[src/rtl/trotrig_capture.sv]
// rtl/trotrig_capture.sv - circular pre/post-trigger sample capture with valid/ready readout
// Optional feature macro: TROTRIG_CAPTURE_REARM_EN (auto re-arm after each readout).
module trotrig_capture #(
  parameter int DINBITS   = 8,
  parameter int DEPTHBITS = 4,
  parameter int PRETRIG   = 4
) (
  input  logic               clk,
  input  logic               reset,
  input  logic               enable,
  input  logic [DINBITS-1:0] din,
  input  logic               trigger,
  output logic               armed,
  output logic               triggered,
  output logic               done,
  output logic               rd_valid,
  input  logic               rd_ready,
  output logic [DINBITS-1:0] rd_data,
  output logic               rd_last
);

  localparam int DEPTH = 2 ** DEPTHBITS;
  localparam int POSTN = DEPTH - PRETRIG - 1;
  localparam logic [DEPTHBITS-1:0] PRE_W  = DEPTHBITS'(PRETRIG);
  localparam logic [DEPTHBITS-1:0] POST_W = DEPTHBITS'(POSTN);
  localparam logic [DEPTHBITS:0]   DEPTH_W = (DEPTHBITS + 1)'(DEPTH);

  typedef enum logic [2:0] {S_FILL, S_ARMED, S_POST, S_READOUT, S_DONE} state_t;

  state_t state_q, state_d;
  logic [DINBITS-1:0]   mem [DEPTH];
  logic [DEPTHBITS-1:0] wptr_q;
  logic [DEPTHBITS-1:0] fill_cnt_q, fill_cnt_d;
  logic [DEPTHBITS-1:0] post_cnt_q, post_cnt_d;
  logic [DEPTHBITS-1:0] raddr_q, raddr_d;
  logic [DEPTHBITS:0]   issued_q, issued_d;
  logic                 rd_valid_q, rd_valid_d;
  logic                 rd_last_q, rd_last_d;
  logic [DINBITS-1:0]   rd_data_q;
  logic                 writing, hit, xfer, load;

  assign writing = enable && (state_q inside {S_FILL, S_ARMED, S_POST});
  assign hit     = enable && trigger && (state_q == S_ARMED);
  assign xfer    = rd_valid_q && rd_ready;
  // Refill the output register whenever it is empty or being drained this cycle.
  assign load    = (state_q == S_READOUT) && (!rd_valid_q || rd_ready) && (issued_q != DEPTH_W);

  always_ff @(posedge clk) begin
    if (reset) begin
      state_q    <= S_FILL;
      wptr_q     <= '0;
      fill_cnt_q <= '0;
      post_cnt_q <= '0;
      raddr_q    <= '0;
      issued_q   <= '0;
      rd_valid_q <= 1'b0;
      rd_last_q  <= 1'b0;
      rd_data_q  <= '0;
    end else begin
      state_q    <= state_d;
      wptr_q     <= writing ? wptr_q + 1'b1 : wptr_q;
      fill_cnt_q <= fill_cnt_d;
      post_cnt_q <= post_cnt_d;
      raddr_q    <= raddr_d;
      issued_q   <= issued_d;
      rd_valid_q <= rd_valid_d;
      rd_last_q  <= rd_last_d;
      if (load) rd_data_q <= mem[raddr_q];
    end
  end

  always_ff @(posedge clk) begin
    if (writing) mem[wptr_q] <= din;
  end

  always_comb begin
    state_d    = state_q;
    fill_cnt_d = fill_cnt_q;
    post_cnt_d = post_cnt_q;
    raddr_d    = raddr_q;
    issued_d   = issued_q;
    rd_valid_d = rd_valid_q;
    rd_last_d  = rd_last_q;
    case (state_q)
      S_FILL: begin
        if (PRETRIG == 0) begin
          state_d = S_ARMED;
        end else if (enable) begin
          fill_cnt_d = fill_cnt_q + 1'b1;
          if (fill_cnt_q == PRE_W - 1'b1) state_d = S_ARMED;
        end
      end
      S_ARMED: begin
        if (hit) begin
          post_cnt_d = '0;
          issued_d   = '0;
          // Window start: PRETRIG entries behind the trigger address, modulo depth.
          raddr_d    = wptr_q - PRE_W;
          state_d    = (POSTN == 0) ? S_READOUT : S_POST;
        end
      end
      S_POST: begin
        if (enable) begin
          post_cnt_d = post_cnt_q + 1'b1;
          if (post_cnt_q == POST_W - 1'b1) state_d = S_READOUT;
        end
      end
      S_READOUT: begin
        if (xfer && rd_last_q) state_d = S_DONE;
      end
      S_DONE: begin
`ifdef TROTRIG_CAPTURE_REARM_EN
        state_d    = S_FILL;
        fill_cnt_d = '0;
        post_cnt_d = '0;
`else
        state_d    = S_DONE;
`endif
      end
      default: state_d = S_FILL;
    endcase

    if (load) begin
      raddr_d    = raddr_q + 1'b1;
      issued_d   = issued_q + 1'b1;
      rd_valid_d = 1'b1;
      rd_last_d  = (issued_q == DEPTH_W - 1'b1);
    end else if (xfer) begin
      rd_valid_d = 1'b0;
      rd_last_d  = 1'b0;
    end
  end

  always_comb begin
    armed     = (state_q == S_ARMED);
    triggered = (state_q == S_POST) || (state_q == S_READOUT);
    done      = (state_q == S_DONE);
  end

  assign rd_valid = rd_valid_q;
  assign rd_data  = rd_data_q;
  assign rd_last  = rd_last_q;

endmodule

[config.mk]
export PLATFORM = sky130hd
export DESIGN_NAME = trotrig_capture
export DESIGN_NICKNAME = d
export VERILOG_FILES = /design/src/rtl/trotrig_capture.sv
export SDC_FILE = /design/constraint.sdc
export NUM_CORES = 1
export LEC_CHECK = 0
export BUFFER_PORTS_ARGS = -buffer_cell sky130_fd_sc_hd__buf_4
export CORE_UTILIZATION = 58
export CTS_BUF_LIST = sky130_fd_sc_hd__clkbuf_4
export CTS_CLUSTER_SIZE = 40
export DETAILED_ROUTE_END_ITERATION = 7
export GPL_TIMING_DRIVEN = 0
export MAX_ROUTING_LAYER = met4
export PLACE_DENSITY = 0.82
export REMOVE_ABC_BUFFERS = 1
export SYNTH_ARGS = -nofsm -noshare
export SYNTH_HDL_FRONTEND = slang
export SYNTH_SLANG_ARGS = --single-unit
export TNS_END_PERCENT = 100
[constraint.sdc]
create_clock -name clk -period 2.6 [get_ports clk]
set_clock_uncertainty 0.15 [all_clocks]
set_input_delay 0.26 -clock clk [delete_from_list [all_inputs] [get_ports clk]]
set_output_delay 0.26 -clock clk [all_outputs]
set_load 0.02 [all_outputs]
==> results.py <==
metrics = {
    "cells_and_area": {
        "drive_gt1_frac": 0.164,
        "nFillCells": 750,
        "stdcell_count": 628,
        "nets": 503,
        "finish.instance_area_um2": 7400,
        "multiInputGateArea_um2": 2000,
        "regArea_um2": 4530,
        "fin_util": 0.668,
        "antenna_cells": 0,
        "syn2layout_area_growth_pct": 10.1,
    },
    "floorplanning": {
        "die_w_um": 110,
        "core_area_um2": 11100,
        "ios": 26,
        "die_h_um": 110,
        "start_util": 0.607,
        "die_area_um2": 12000,
        "rows": 38,
    },
    "routing": {
        "wl_per_cell_um": 20.5,
        "drt_iter0_markers": 380,
        "first_pass_iters": 5,
        "routed_wl_um": 12900,
        "drc": 0,
        "vias": 3870,
        "via_per_inst": 6.16,
        "ant_nets": 0,
    },
    "worst_setup_path": {
        "regToRegStartpoint": "raddr_q[2]$_SDFFE_PP0P_",
        "path_class": "flop to flop",
        "arrival_ns": 2.72,
        "r2r_cells": 5,
        "cp.depth": 5,
        "worstPathCellList": "buf_12 -> mux4_2 -> a2bb2oi_1 -> nand3_1 -> a311oi_1",
        "cp_max_fo": 29,
        "start_kind": "flop",
        "slowest_stage": "dfxtp_2",
        "cp_top_family": "flip-flops",
        "crit_required_ns": 2.92,
        "path_buf_inv": 1,
        "crit_start": "raddr_q[2]$_SDFFE_PP0P_",
        "end_kind": "flop",
        "slowest_delay_ns": 0.91,
    },
    "timing": {
        "slew_headroom": 0.432,
        "rsz0062_at_grt": "false",
        "fmaxAchievable_mhz": 416,
        "worstMarginPinSlew_ns": 0.852,
        "finalMaxSlewViolations": 0,
        "timing.final.crit_period_ns": 2.40,
        "finalSetupViolations": 0,
        "finalHoldViolations": 0,
        "fin_crit_sh": 0.924,
    },
    "outcome": {
        "outcome": "finished, final reports clean",
    },
    "pwr": {
        "vdd_drop_max_mv": 0.413,
        "leakage_nw": 2.42,
        "power_per_cell_area_nw_per_um2": 631,
    },
    "logic_synthesis": {
        "synthTopCellsByCount": "edfxtp_1 (128), mux2i_1 (36), dfxtp_1 (34)",
        "synth_top_area_share": 0.572,
        "synth-seq-cells": 162,
        "synth_ff_type": "edfxtp_1",
        "synth_warnings": 0,
        "ys_types": 48,
        "synth_cells": 446,
        "synth.most_common_cell": "edfxtp_1",
        "syn_area_um2": 6720,
        "async_reset_ff_frac": 0,
        "ys_top_cells_by_area": "edfxtp_1 (57%), dfxtp_1 (10%), mux2i_1 (5.4%), mux4_2 (4.7%), ha_1 (2.8%)",
        "yosysTopAreaCell": "edfxtp_1",
        "synth.avg_cell_area_um2": 15.1,
        "ys_seq_area_frac": 0.673,
        "synth_edf_count": 128,
    },
    "place": {
        "place_congestion": 0.815,
        "portBuffers": 25,
        "placed_area_um2": 6950,
        "placed_cells": 584,
        "place_hpwl_um": 8190,
    },
    "global_routing": {
        "overflow": 0,
        "grt_first_pass_wirelength_um": 19900,
        "groute.usage.overall": 0.247,
        "antenna_found_initial": 0,
        "grt_pass1_vias": 3698,
        "grt_max_degree": 35,
    },
    "min_path": {
        "hold_path_class": "flop to flop",
        "min_from": "issued_q[4]$_SDFFE_PP0P_",
        "holdPathStages": 2,
    },
    "clock_network": {
        "cts_buffers": 17,
        "cts_root_buf": "clkbuf_4",
        "cts_max_level": 4,
        "clk_pin_slew_worst_paths_ns": 0.13,
        "clockBufferDepth": 2,
        "clk_latency_ns": 0.55,
        "cts_num_sinks": 162,
        "cts_tree": "yes",
    },
    "flow_run": {
        "drv_cap": 0,
    },
}
==> worst paths after layout <==
kind | slack, ns | to
min reg2reg | 0.35 | issued_q[4]$_SDFFE_PP0P_
max reg2reg | 0.20 | rd_data[0]$_SDFFE_PP0P_
min | 0.35 | issued_q[4]$_SDFFE_PP0P_
max | 0.20 | rd_data[0]$_SDFFE_PP0P_
==> through the flow <==
stage          hold WS (ns)  total power (W)  TNS (ns)  setup WS (ns)
5_1_grt               0.362          0.00483         0         0.0979
3_3_place_gp          0.320          0.00304     -8.67          -1.09
6_report              0.346          0.00467         0          0.197
2_1_floorplan         0.179          0.00296     -1.58         -0.225
3_5_place_dp          0.324          0.00305    -0.743         -0.119
4_1_cts               0.353          0.00470         0          0.217
==> metal layers <==
layer / vias up / part of all wire / track usage
met5: - / 0 / -
met4: 0 / 0.021 / 0.0914
met3: 23 / 0.059 / 0.0581
met2: 116 / 0.49 / 0.373
met1: 1946 / 0.43 / 0.330
li1: 1785 / - / -
==> worst reg2reg max path, stage by stage (launching register included) <==
cell	delay, ns
dfxtp_2	0.91
buf_12	0.29
mux4_2	0.23
a2bb2oi_1	0.33
nand3_1	0.13
a311oi_1	0.28
==> timing repair <==
action,4_1_cts,5_1_grt
endpoints found under the hold margin,161,0
buffers inserted,0,0
endpoints found under the setup margin,8,0
hold buffers,12,0
gates resized for setup,1,0
==> layout make-up <==
class | count | area share
tap | 140 | 0.0237
sequential | 162 | 0.612
clock buffer | 17 | 0.0172
timing repair buffer | 38 | 0.0443
clock inverter | 15 | 0.0277
inverter | 11 | 0.00558
multi-input combinational | 245 | 0.270
==> placed cells by master (no fill, tap or decap), types with 6 or more instances in the layout <==
master           n
edfxtp_1       128
mux2i_1         36
dfxtp_1         32
buf_4           25
a21oi_1         24
nor2_1          23
nand3_1         20
and3_1          19
clkbuf_4        17
nand2_1         15
ha_1            15
mux4_2          14
dlygate4sd3_1   12
inv_1           11
a2bb2oi_1        9
o22ai_1          8
a311oi_1         8
nand2b_1         7
xnor2_1          6
==> cells by family after synthesis <==
group,after synthesis,synth area share
xor+xnor,8,0.0104
fa+ha+maj,15,0.0279
mux,53,0.110
compound gates,60,0.0605
flops,162,0.673
simple gates,109,0.0882
buf+inv,39,0.0301
==> state kept, by name, summed over array words and instances (netlist names) <==
signal	flops
raddr_q	4
mem	128
rd_last	1
post_cnt_q	4
wptr_q	4
fill_cnt_q	4
state_q	3
issued_q	5
rd_valid	1
rd_data	8
==> power breakdown <==
group | switching, W | internal (W) | total [W]
Sequential | 0.0000174 | 0.00282 | 0.00284
Combinational | 0.000105 | 0.0000631 | 0.000169
Clock | 0.000886 | 0.000776 | 0.00166
Total | 0.00101 | 0.00366 | 0.00467
No activity file was read; power rests on OpenSTA's default activity.
